$ cat src/rtl/branch_predict_unit_pkg.sv
// Shared branch-unit definitions: branch type encodings and counter reset helpers.
// Pure declarations; no logic, no latency, no backpressure.
package branch_pkg;

    typedef enum logic [2:0] {
        BR_NONE = 3'd0,
        BR_BEQ  = 3'd1,
        BR_BNE  = 3'd2,
        BR_BLEZ = 3'd3,
        BR_BGTZ = 3'd4,
        BR_BLTZ = 3'd5,
        BR_BGEZ = 3'd6,
        BR_J    = 3'd7
    } br_type_e;

    localparam int STAT_W = 32;

    // Weakly not-taken: one below the midpoint of the counter range.
    function automatic int unsigned ctr_rst_val(input int unsigned cnt_w);
        return (32'd1 << (cnt_w - 1)) - 32'd1;
    endfunction

    function automatic logic is_cond_branch(input br_type_e t);
        return (t != BR_NONE) && (t != BR_J);
    endfunction

endpackage

$ cat src/rtl/branch_predict_unit_if.sv
// Fetch/decode-side bundle of the branch unit: prediction lookup, resolve inputs, redirect and stats.
// Wires only; no latency, no backpressure.
interface branch_predict_unit_if #(
    parameter int WIDTH = 32
);
    logic [WIDTH-1:0] f_pc;
    logic             f_pred_taken;
    logic             d_valid;
    logic             d_stall;
    logic [2:0]       d_branch;
    logic [WIDTH-1:0] d_pc;
    logic             d_pred_taken;
    logic [15:0]      d_imm;
    logic [WIDTH-1:0] d_rd1;
    logic [WIDTH-1:0] d_rd2;
    logic             redirect;
    logic [WIDTH-1:0] redirect_pc;
    logic             flush;
    logic [31:0]      stat_branches;
    logic [31:0]      stat_mispred;

    modport master (
        output f_pc, d_valid, d_stall, d_branch, d_pc, d_pred_taken, d_imm, d_rd1, d_rd2,
        input  f_pred_taken, redirect, redirect_pc, flush, stat_branches, stat_mispred
    );

    modport slave (
        input  f_pc, d_valid, d_stall, d_branch, d_pc, d_pred_taken, d_imm, d_rd1, d_rd2,
        output f_pred_taken, redirect, redirect_pc, flush, stat_branches, stat_mispred
    );
endinterface

$ cat src/rtl/branch_predict_unit_sat_counter.sv
// Saturating up/down counter with synchronous active-low reset and a clear to RST_VAL.
// Value changes one edge after inc/dec; inc and dec together hold; never stalls.
module sat_counter #(
    parameter int           W       = 2,
    parameter logic [W-1:0] RST_VAL = '0
) (
    input  logic         clk,
    input  logic         rst_n,
    input  logic         clr,
    input  logic         inc,
    input  logic         dec,
    output logic [W-1:0] q
);

    logic [W-1:0] cnt_q;
    logic [W-1:0] cnt_d;

    always_comb begin
        cnt_d = cnt_q;
        if (clr) begin
            cnt_d = RST_VAL;
        end else if (inc && !dec && (cnt_q != '1)) begin
            cnt_d = cnt_q + W'(1);
        end else if (dec && !inc && (cnt_q != '0)) begin
            cnt_d = cnt_q - W'(1);
        end
    end

    always_ff @(posedge clk) begin
        if (!rst_n) begin
            cnt_q <= RST_VAL;
        end else begin
            cnt_q <= cnt_d;
        end
    end

    assign q = cnt_q;

endmodule

$ cat src/rtl/branch_predict_unit.sv
// PHT-based branch predictor (bimodal or gshare) plus D-stage resolver with redirect/flush and stats.
// Prediction and redirect are combinational; PHT/GHR/stats update one edge after resolve; a stall blocks all effects.
module branch_predict_unit
    import branch_pkg::*;
#(
    parameter int WIDTH      = 32,
    parameter int IDX_W      = 6,
    parameter int CNT_W      = 2,
    parameter int HIST_W     = 0,
    parameter int PREDICT_EN = 1
) (
    input  logic             clk,
    input  logic             reset,
    branch_predict_unit_if.slave bus
);

    localparam int               NUM_ENT = 1 << IDX_W;
    localparam int               GHR_W   = (HIST_W > 0) ? HIST_W : 1;
    localparam logic [CNT_W-1:0] CNT_RST = CNT_W'(ctr_rst_val(CNT_W));

    generate
        if (HIST_W > IDX_W) begin : g_bad_hist
            $error("HIST_W must not exceed IDX_W");
        end
    endgenerate

    logic [CNT_W-1:0] pht [NUM_ENT];
    logic [GHR_W-1:0] ghr_q;
    logic [GHR_W-1:0] ghr_d;
    logic [IDX_W-1:0] ghr_ext;
    logic [IDX_W-1:0] f_idx;
    logic [IDX_W-1:0] d_idx;

    br_type_e         br;
    logic             resolve;
    logic             taken;
    logic             mispred;
    logic             pht_upd;
    logic             rd1_neg;
    logic             rd1_zero;
    logic [WIDTH-1:0] imm_ext;
    logic [WIDTH-1:0] fallthrough;
    logic [WIDTH-1:0] target;

    generate
        if (HIST_W > 0) begin : g_gshare
            assign ghr_ext = IDX_W'(ghr_q);
        end else begin : g_bimodal
            assign ghr_ext = '0;
        end
    endgenerate

    // F and D both hash against the current (pre-update) GHR.
    always_comb begin
        f_idx = bus.f_pc[IDX_W+1:2] ^ ghr_ext;
        d_idx = bus.d_pc[IDX_W+1:2] ^ ghr_ext;
    end

    always_comb begin
        br       = br_type_e'(bus.d_branch);
        resolve  = bus.d_valid && !bus.d_stall && (br != BR_NONE);
        rd1_neg  = bus.d_rd1[WIDTH-1];
        rd1_zero = (bus.d_rd1 == '0);
        taken    = 1'b0;
        unique case (br)
            BR_NONE: taken = 1'b0;
            BR_BEQ:  taken = (bus.d_rd1 == bus.d_rd2);
            BR_BNE:  taken = (bus.d_rd1 != bus.d_rd2);
            BR_BLEZ: taken = rd1_neg || rd1_zero;
            BR_BGTZ: taken = !rd1_neg && !rd1_zero;
            BR_BLTZ: taken = rd1_neg;
            BR_BGEZ: taken = !rd1_neg;
            BR_J:    taken = 1'b1;
        endcase
        mispred = resolve && (taken != bus.d_pred_taken);
        pht_upd = (PREDICT_EN != 0) && resolve && is_cond_branch(br);
    end

    always_comb begin
        imm_ext     = {{(WIDTH-16){bus.d_imm[15]}}, bus.d_imm};
        fallthrough = bus.d_pc + WIDTH'(4);
        target      = fallthrough + (imm_ext << 2);
    end

    assign bus.redirect     = mispred;
    assign bus.flush        = mispred;
    assign bus.redirect_pc  = (mispred && !taken) ? fallthrough : target;
    assign bus.f_pred_taken = (PREDICT_EN != 0) ? pht[f_idx][CNT_W-1] : 1'b0;

    always_comb begin
        ghr_d = ghr_q;
        if (pht_upd) begin
            ghr_d = GHR_W'({ghr_q, taken});
        end
    end

    always_ff @(posedge clk) begin
        if (!reset) begin
            ghr_q <= '0;
        end else begin
            ghr_q <= ghr_d;
        end
    end

    generate
        for (genvar i = 0; i < NUM_ENT; i++) begin : g_pht
            logic hit;
            assign hit = pht_upd && (d_idx == IDX_W'(i));
            sat_counter #(
                .W       (CNT_W),
                .RST_VAL (CNT_RST)
            ) u_ctr (
                .clk   (clk),
                .rst_n (reset),
                .clr   (1'b0),
                .inc   (hit && taken),
                .dec   (hit && !taken),
                .q     (pht[i])
            );
        end
    endgenerate

    sat_counter #(
        .W       (STAT_W),
        .RST_VAL ('0)
    ) u_stat_branches (
        .clk   (clk),
        .rst_n (reset),
        .clr   (1'b0),
        .inc   (resolve),
        .dec   (1'b0),
        .q     (bus.stat_branches)
    );

    sat_counter #(
        .W       (STAT_W),
        .RST_VAL ('0)
    ) u_stat_mispred (
        .clk   (clk),
        .rst_n (reset),
        .clr   (1'b0),
        .inc   (mispred),
        .dec   (1'b0),
        .q     (bus.stat_mispred)
    );

endmodule

$ cat src/flat_wrapper.sv
// flat-port wrapper written by rule: the top's interface ports become plain ports
module branch_predict_unit_flat import branch_pkg::*;
#(
    parameter int WIDTH      = 32,
    parameter int IDX_W      = 6,
    parameter int CNT_W      = 2,
    parameter int HIST_W     = 0,
    parameter int PREDICT_EN = 1
)
  (clk, reset, bus_f_pc, bus_d_valid, bus_d_stall, bus_d_branch, bus_d_pc, bus_d_pred_taken, bus_d_imm, bus_d_rd1, bus_d_rd2, bus_f_pred_taken, bus_redirect, bus_redirect_pc, bus_flush, bus_stat_branches, bus_stat_mispred);
  branch_predict_unit_if #(.WIDTH(WIDTH)) bus_i ();
  input  logic clk;
  input  logic reset;
  input wire logic [$bits(bus_i.f_pc)-1:0] bus_f_pc;
  input wire logic [$bits(bus_i.d_valid)-1:0] bus_d_valid;
  input wire logic [$bits(bus_i.d_stall)-1:0] bus_d_stall;
  input wire logic [$bits(bus_i.d_branch)-1:0] bus_d_branch;
  input wire logic [$bits(bus_i.d_pc)-1:0] bus_d_pc;
  input wire logic [$bits(bus_i.d_pred_taken)-1:0] bus_d_pred_taken;
  input wire logic [$bits(bus_i.d_imm)-1:0] bus_d_imm;
  input wire logic [$bits(bus_i.d_rd1)-1:0] bus_d_rd1;
  input wire logic [$bits(bus_i.d_rd2)-1:0] bus_d_rd2;
  output wire logic [$bits(bus_i.f_pred_taken)-1:0] bus_f_pred_taken;
  output wire logic [$bits(bus_i.redirect)-1:0] bus_redirect;
  output wire logic [$bits(bus_i.redirect_pc)-1:0] bus_redirect_pc;
  output wire logic [$bits(bus_i.flush)-1:0] bus_flush;
  output wire logic [$bits(bus_i.stat_branches)-1:0] bus_stat_branches;
  output wire logic [$bits(bus_i.stat_mispred)-1:0] bus_stat_mispred;
  assign bus_i.f_pc = bus_f_pc;
  assign bus_i.d_valid = bus_d_valid;
  assign bus_i.d_stall = bus_d_stall;
  assign bus_i.d_branch = bus_d_branch;
  assign bus_i.d_pc = bus_d_pc;
  assign bus_i.d_pred_taken = bus_d_pred_taken;
  assign bus_i.d_imm = bus_d_imm;
  assign bus_i.d_rd1 = bus_d_rd1;
  assign bus_i.d_rd2 = bus_d_rd2;
  assign bus_f_pred_taken = bus_i.f_pred_taken;
  assign bus_redirect = bus_i.redirect;
  assign bus_redirect_pc = bus_i.redirect_pc;
  assign bus_flush = bus_i.flush;
  assign bus_stat_branches = bus_i.stat_branches;
  assign bus_stat_mispred = bus_i.stat_mispred;
  branch_predict_unit #(.WIDTH(WIDTH), .IDX_W(IDX_W), .CNT_W(CNT_W), .HIST_W(HIST_W), .PREDICT_EN(PREDICT_EN)) u_core (.clk(clk), .reset(reset), .bus(bus_i));
endmodule
$ cat config.mk
export PLATFORM = sky130hd
export DESIGN_NAME = branch_predict_unit_flat
export DESIGN_NICKNAME = d
export VERILOG_FILES = /design/src/rtl/branch_predict_unit_pkg.sv /design/src/rtl/branch_predict_unit_if.sv /design/src/rtl/branch_predict_unit_sat_counter.sv /design/src/rtl/branch_predict_unit.sv /design/src/flat_wrapper.sv
export SDC_FILE = /design/constraint.sdc
export NUM_CORES = 1
export LEC_CHECK = 0
export ABC_AREA = 1
export CORE_MARGIN = 2
export CORE_UTILIZATION = 49
export DETAILED_ROUTE_END_ITERATION = 12
export GPL_TIMING_DRIVEN = 0
export HOLD_SLACK_MARGIN = 0.03
export PLACE_DENSITY_LB_ADDON = 0.08
export SKIP_CTS_REPAIR_TIMING = 1
export SYNTH_ARGS = -nofsm -noshare
export SYNTH_HDL_FRONTEND = slang
export SYNTH_SLANG_ARGS = --single-unit
$ cat constraint.sdc
create_clock -name clk -period 4.3 [get_ports clk]
set_input_delay 0.86 -clock clk [delete_from_list [all_inputs] [get_ports clk]]
set_output_delay 0.86 -clock clk [all_outputs]
set_load 0.005 [all_outputs]
==> results of run 1 <==
## power by group through the flow
| stage | logic, W | clock network [W] | registers [W] |
|---|---|---|---|
| after floorplan | 0.000539 | 0 | 0.00183 |
| after global placement | 0.00101 | 0 | 0.00183 |
| after detailed placement | 0.00102 | 0 | 0.00183 |
| after CTS | 0.00102 | 0.00158 | 0.00179 |
| after global routing | 0.00130 | 0.00165 | 0.00179 |
| final | 0.00121 | 0.00157 | 0.00179 |
## registers in the layout (all words and copies together) (netlist names)
name and count:
u_core.u_stat_mispred.q 32, u_core.u_stat_branches.q 32, u_core.g_pht.u_ctr.q 128
## area by class of cell
type,instances,area share (%)
multi-input cells,1804,53.00
flip-flops and latches,192,19.84
repair buffers,266,13.22
inverters,323,6.284
well taps,390,2.519
clock buffers,19,2.286
plain buffers,80,2.286
clock inverters,11,0.5619
## layout by cell type, fill, tap and decap left out, types with 22 or more instances in the layout
| cell type | n |
|---|---|
| sky130_fd_sc_hd__nand2_1 | 507 |
| sky130_fd_sc_hd__xor2_1 | 52 |
| sky130_fd_sc_hd__dlymetal6s2s_1 | 22 |
| sky130_fd_sc_hd__clkdlybuf4s50_1 | 172 |
| sky130_fd_sc_hd__nor3_1 | 46 |
| sky130_fd_sc_hd__xnor2_1 | 38 |
| sky130_fd_sc_hd__o21bai_1 | 28 |
| sky130_fd_sc_hd__a21oi_2 | 45 |
| sky130_fd_sc_hd__o211ai_1 | 23 |
| sky130_fd_sc_hd__nand3_1 | 196 |
| sky130_fd_sc_hd__buf_2 | 36 |
| sky130_fd_sc_hd__nor2_1 | 268 |
| sky130_fd_sc_hd__clkbuf_1 | 34 |
| sky130_fd_sc_hd__a21oi_1 | 123 |
| sky130_fd_sc_hd__nand4_1 | 23 |
| sky130_fd_sc_hd__nand2_2 | 50 |
| sky130_fd_sc_hd__ha_1 | 23 |
| sky130_fd_sc_hd__o21ai_0 | 155 |
| sky130_fd_sc_hd__or2_2 | 37 |
| sky130_fd_sc_hd__buf_4 | 48 |
| sky130_fd_sc_hd__inv_1 | 308 |
| sky130_fd_sc_hd__dfxtp_1 | 192 |
## stage by stage
| step | cell area, µm² | setup TNS (ns) | utilization (%) |
|---|---|---|---|
| 2_1_floorplan | 14720 | 0 | - |
| 3_5_place_dp | 17390 | -32.36 | 58.66 |
| 5_1_grt | 19370 | -6.502 | 65.37 |
| 4_1_cts | 17940 | -33.00 | 60.52 |
| 6_report | 19370 | -3.476 | 65.37 |
| 3_3_place_gp | 17390 | -32.20 | 58.66 |
## how the worst min path moves through the flow
stage,start,slack (ns),end,cells after the start
6_report,u_core.g_pht[14].u_ctr.q[1],0.46,u_core.g_pht[14].u_ctr.q[1],2
5_1_grt,u_core.g_pht[51].u_ctr.q[1],0.49,u_core.g_pht[51].u_ctr.q[1],2
4_1_cts,u_core.g_pht[14].u_ctr.q[1],0.46,u_core.g_pht[14].u_ctr.q[1],2
3_5_place_dp,u_core.g_pht[14].u_ctr.q[1],0.45,u_core.g_pht[14].u_ctr.q[1],2
3_3_place_gp,u_core.g_pht[34].u_ctr.q[1],0.45,u_core.g_pht[34].u_ctr.q[1],2
2_1_floorplan,u_core.g_pht[14].u_ctr.q[1],0.44,u_core.g_pht[14].u_ctr.q[1],2
## logic make-up after synthesis
| family | count (synthesis) |
|---|---|
| simple gates | 1214 |
| compound gates | 445 |
| buf+inv | 404 |
| flops | 192 |
| xor+xnor | 103 |
| fa+ha+maj | 42 |
## worst min-delay path, stage by stage, from the launching register on
cell                      delay, ns
sky130_fd_sc_hd__dfxtp_1       0.31
sky130_fd_sc_hd__nand2_1       0.06
sky130_fd_sc_hd__a21oi_1       0.05
## layer usage
metal	vias up	GRT usage (%)	wire (µm)
met5	-	0	0
met4	0	11.54	1962
met3	138	4.263	3279
met2	666	51.43	23950
met1	7827	39.60	21990
li1	8345	-	-
==> flow_summary.json, run 1 <==
{
  "crit_path_cell_trace": "buf_8, nand4_1, buf_6, nor3_4, nand2_2, or3_4, nor3_4, xor2_2, buf_4, ha_1, a21oi_1, o21ai_1, a211oi_2, a21oi_2, xor2_1, o21ai_0, dlymetal6s2s_1",
  "grt_first_pass_wirelength_um": 77470,
  "synth_simple_gate_area_share_pct": 35.73,
  "fp.coreArea_um2": 29640,
  "timing.critical_path.depth": 17,
  "hold_viol_final": 0,
  "htreeDepth": 4,
  "avgViaCountPerCell": 5.503,
  "cts.path.max_buffers": 2,
  "r2r-end": "u_core.u_stat_mispred.q[19]",
  "dominant_cell_by_count_in_the_synthesized_netlist": "sky130_fd_sc_hd__nand2_1",
  "post_syn_area_um2": 14720,
  "multi_input_area_um2": 10270,
  "timing.final.max_slew_violations": 0,
  "path_common_cell": "sky130_fd_sc_hd__nor3_4",
  "buffer_ports.inserted": 218,
  "switching_fraction_pct": 31.92,
  "worst_setup_path_end_kind": "primary output",
  "vdd.ir_drop.worst_uv": 265.2,
  "detailedPlacementHpwl_um": 37460,
  "area_growth_from_synthesis_to_layout_pct": 31.64,
  "final_layout_size_suffix_gt1_share_pct": 15.36,
  "maxSlewHeadroom_pct": 45.69,
  "crit_path_max_fanout": 7,
  "cts_tree": "built",
  "cts_sinks": 192,
  "timing.final.ws_setup_ns": -0.4588,
  "clock_power_share_pct": 34.5,
  "track_usage_pct": 30.54,
  "internal_power_w": 0.003110,
  "floorplan.rows": 63,
  "post_drt_wl_per_cell_um": 16.59,
  "place_ws_ns": -1.695,
  "gp_congestion": 0.9430,
  "fin_crit_ns": 4.759,
  "nFillCells": 2744,
  "worst_skew_pair.late_latency_ns": 0.44,
  "criticalPathCategory": "in2out",
  "violated_checks": "negative setup slack",
  "hold_ws_ns": 0.4622,
  "antenna_left": 0,
  "synth.mux.area_fraction_pct": 0,
  "die_x_um": 177.3,
  "total_power_draw_w": 0.004568,
  "crit_slowest_cell": "sky130_fd_sc_hd__or3_4",
  "p_switching_w": 0.001458,
  "max_slew.worst_pin.slew_ns": 0.8147,
  "drt-pass1-iter-count": 5,
  "reg2reg_depth": 12,
  "unrepaired_setup_endpoints_after_global_routing": "true",
  "seqPwrFrac_pct": 39.1,
  "syn_nets": 2594,
  "routed-via-count": 16980,
  "async_s_r_ff_share_synth_pct": 0,
  "initial_antenna_violation_count": 0,
  "placed_cells_incl_taps": 3008,
  "pwr-share-comb_pct": 26.4,
  "drv_cap": 0,
  "result_of_the_run": "finished with violations",
  "synth.top_cells.by_area": "sky130_fd_sc_hd__dfxtp_1 26%, sky130_fd_sc_hd__nand2_1 14%, sky130_fd_sc_hd__inv_1 8.1%, sky130_fd_sc_hd__nor2_1 7.4%, sky130_fd_sc_hd__nand3_1 6.9%",
  "die_area_um2": 31440,
  "synth.yosys.seq_area_share_pct": 26.12,
  "crit_path_end": "bus_redirect_pc[30]",
  "power.density_cell_area_nw_per_um2": 235.8,
  "cp_slowest_stage_delay_ns": 0.44,
  "syn_area_per_cell_um2": 6.132,
  "synth-edff-count": 0,
  "final_cells": 3085,
  "post_route_drc_violation_count": 0,
  "data_required_critical_path_ns": 3.44,
  "synth_top_family_by_area": "simple AND/OR/NAND/NOR gates",
  "grt_pass1_vias": 15530,
  "n_antenna_cell": 0,
  "worst_setup_hold_path_clk_slew_ns": 0.07,
  "clockRootBuffer": "sky130_fd_sc_hd__clkbuf_16",
  "timing.final.crit_share_pct": 110.7,
  "worst_clock_skew_ns": 0.009539,
  "post-synth-top-area-cell": "sky130_fd_sc_hd__dfxtp_1",
  "ys_seq_elements": 192,
  "die-height_um": 177.3,
  "final_global_route_overflow_total": 0,
  "r2r_setup_slack_ns": 1.84,
  "fmax_ghz": 0.2101,
  "crit_path_start": "bus_d_pc[6]",
  "r2r-start": "u_core.u_stat_mispred.q[0]",
  "top_level_ports": 251,
  "min-delay-path-class": "reg2reg",
  "cts-buffers-inserted": 17,
  "synth-compound-area-share_pct": 17.50,
  "sequential_cell_area_um2": 3844,
  "drt-total-wl_um": 51180,
  "post_synth_num_cell_types": 48,
  "finish.net_count": 2878,
  "worstPathBufferInverterCount": 4,
  "setup.worst_path.start_class": "primary input",
  "synth_top_cell_area_share_pct": 26.12,
  "cpLargestDelayFamily": "simple AND/OR/NAND/NOR gates",
  "total_leakage_power_nw": 7.685,
  "synthFlopType": "sky130_fd_sc_hd__dfxtp_1",
  "post_synth_fa_ha_maj_area_fraction_pct": 3.622,
  "drtIter0Drc": 1416,
  "setup_violations": 17,
  "synth_cells": 2400,
  "timing.critical_path.arrival_ns": 3.90,
  "synth-xor-area-share_pct": 6.130,
  "yosysWarningCount": 0,
  "grt_start_max_net_pins": 22,
  "initial_utilization_pct": 49.65,
  "synth_commonest_cells": "543 x sky130_fd_sc_hd__nand2_1, 319 x sky130_fd_sc_hd__inv_1, 291 x sky130_fd_sc_hd__nor2_1"
}
Note: power is estimated with default switching activity, not from simulation.
==> run 2, diff against run 1 <==
TNS_END_PERCENT = 5   (was not set)
==> flow_summary.json, run 2 (synthesis results as in run 1) <==
{
  "result_of_the_run": "finished with violations",
  "violated_checks": "negative setup slack",
  "die_x_um": 177.3,
  "post_drt_wl_per_cell_um": 16.45,
  "floorplan.rows": 63,
  "hold_viol_final": 0,
  "worst_skew_pair.late_latency_ns": 0.44,
  "die_area_um2": 31440,
  "power.density_cell_area_nw_per_um2": 237.5,
  "initial_antenna_violation_count": 0,
  "crit_path_end": "bus_redirect_pc[29]",
  "grt_start_max_net_pins": 22,
  "r2r-end": "u_core.u_stat_mispred.q[19]",
  "fin_crit_ns": 4.748,
  "drt-total-wl_um": 50530,
  "postPlaceCellArea_um2": 17390,
  "drt-pass1-iter-count": 6,
  "cts-buffers-inserted": 17,
  "layout.cells.most_common": "sky130_fd_sc_hd__nand2_1",
  "drtIter0Drc": 1394,
  "crit_path_start": "bus_d_pc[3]",
  "placed_cells_incl_taps": 3008,
  "setup-tns-final_ns": -4.461,
  "fp.coreArea_um2": 29640,
  "timing.critical_path.arrival_ns": 3.89,
  "setup_violations": 23,
  "routed-via-count": 16850,
  "timing.final.crit_share_pct": 110.4,
  "initial_utilization_pct": 49.65,
  "data_required_critical_path_ns": 3.44,
  "post-route-util_pct": 64.10,
  "htreeDepth": 4,
  "final_cells": 3072,
  "buffer_ports.inserted": 218,
  "grt_pass1_vias": 15530,
  "gp_congestion": 0.9430,
  "track_usage_pct": 30.54,
  "top_level_ports": 251,
  "cts_tree": "built",
  "setup.worst_path.start_class": "primary input",
  "reg2reg_depth": 12,
  "max_slew.worst_pin.slew_ns": 0.8057,
  "area_growth_from_synthesis_to_layout_pct": 29.09,
  "cts_sinks": 192,
  "hold_ws_ns": 0.4621,
  "finish.net_count": 2865,
  "detailedPlacementHpwl_um": 37460,
  "timing.final.ws_setup_ns": -0.4479,
  "criticalPathCategory": "in2out",
  "worst_setup_path_end_kind": "primary output",
  "unrepaired_setup_endpoints_after_global_routing": "true",
  "final_cell_mix": "518 x sky130_fd_sc_hd__nand2_1, 311 x sky130_fd_sc_hd__inv_1, 274 x sky130_fd_sc_hd__nor2_1",
  "antenna_left": 0,
  "crit_path_max_fanout": 4,
  "total_leakage_power_nw": 7.478,
  "cts.path.max_buffers": 2,
  "r2r-start": "u_core.u_stat_mispred.q[0]",
  "n_antenna_cell": 0,
  "post_route_drc_violation_count": 0,
  "min-delay-path-class": "reg2reg",
  "clockRootBuffer": "sky130_fd_sc_hd__clkbuf_16",
  "drv_cap": 0,
  "worst_clock_skew_ns": 0.01052,
  "worst_setup_hold_path_clk_slew_ns": 0.07,
  "vdd.ir_drop.worst_uv": 265.0,
  "fmax_ghz": 0.2106,
  "final_global_route_overflow_total": 0,
  "r2r_setup_slack_ns": 1.83,
  "maxSlewHeadroom_pct": 46.29,
  "grt_first_pass_wirelength_um": 77470,
  "nFillCells": 2805,
  "die-height_um": 177.3,
  "final_layout_size_suffix_gt1_share_pct": 13.42,
  "avgViaCountPerCell": 5.486,
  "largest_reg_flops": 128,
  "fin_area_um2": 19000,
  "timing.final.max_slew_violations": 0
}
==> run 2: changes by cell type in the layout (fill, tap and decap cells not counted), sizes merged <==
cell / before / now
buf: 101 / 86
clkdlybuf4s50: 172 / 182
clkbuf: 70 / 69
dlymetal6s2s: 22 / 15
==> run 2: power breakdown <==
group          switching, W  internal [W]
Clock              0.000756      0.000816
Combinational      0.000668      0.000487
Sequential       0.00000437       0.00178
Total               0.00143       0.00308
==> run 2: layout make-up <==
type	count	area (µm²)	area share, %
buffer	81	414.1	2.180
clock buffer	19	442.9	2.331
clock inverter	11	108.9	0.5730
inverter	323	1215	6.395
multi-input combinational	1804	10050	52.89
sequential	192	3844	20.23
tap	390	488.0	2.568
timing repair buffer	252	2437	12.83
==> run 2: how the worst min path moves through the flow <==
stage,cells past startpoint,end,start,slack [ns]
2_1_floorplan,2,u_core.g_pht[14].u_ctr.q[1],u_core.g_pht[14].u_ctr.q[1],0.44
3_5_place_dp,2,u_core.g_pht[14].u_ctr.q[1],u_core.g_pht[14].u_ctr.q[1],0.45
3_3_place_gp,2,u_core.g_pht[34].u_ctr.q[1],u_core.g_pht[34].u_ctr.q[1],0.45
6_report,2,u_core.g_pht[14].u_ctr.q[1],u_core.g_pht[14].u_ctr.q[1],0.46
4_1_cts,2,u_core.g_pht[14].u_ctr.q[1],u_core.g_pht[14].u_ctr.q[1],0.46
5_1_grt,2,u_core.g_pht[51].u_ctr.q[1],u_core.g_pht[51].u_ctr.q[1],0.49
==> run 2: routing by layer <==
| metal | track usage (%) | routed length [µm] | vias up |
|---|---|---|---|
| met3 | 4.263 | 3518 | 135 |
| met1 | 39.60 | 21500 | 7762 |
| met2 | 51.43 | 23600 | 644 |
| met4 | 11.54 | 1909 | 0 |
| met5 | 0 | 0 | - |
| li1 | - | - | 8311 |
==> run 2: through the flow <==
step           setup WS [ns]  total power [W]
6_report             -0.4479         0.004512
5_1_grt              -0.6090         0.004691
4_1_cts               -1.724         0.004388
3_5_place_dp          -1.695         0.002845
3_3_place_gp          -1.711         0.002838
2_1_floorplan        0.09355         0.002366
==> run 2: worst max-delay path, cell delays in order <==
cell and delay (ns):
sky130_fd_sc_hd__buf_8 0.09, sky130_fd_sc_hd__ha_4 0.15, sky130_fd_sc_hd__inv_4 0.04, sky130_fd_sc_hd__nor2_4 0.12, sky130_fd_sc_hd__nand2_4 0.08, sky130_fd_sc_hd__nor2_4 0.17
sky130_fd_sc_hd__nand2_2 0.10, sky130_fd_sc_hd__nor3_2 0.24, sky130_fd_sc_hd__nand3_2 0.14, sky130_fd_sc_hd__xor2_2 0.27, sky130_fd_sc_hd__ha_4 0.26, sky130_fd_sc_hd__buf_6 0.11
sky130_fd_sc_hd__a21o_1 0.17, sky130_fd_sc_hd__a21oi_2 0.14, sky130_fd_sc_hd__buf_4 0.14, sky130_fd_sc_hd__o221ai_4 0.09, sky130_fd_sc_hd__a21oi_2 0.10, sky130_fd_sc_hd__nand2_1 0.08
sky130_fd_sc_hd__xor2_1 0.16, sky130_fd_sc_hd__o21ai_1 0.19, sky130_fd_sc_hd__buf_2 0.14
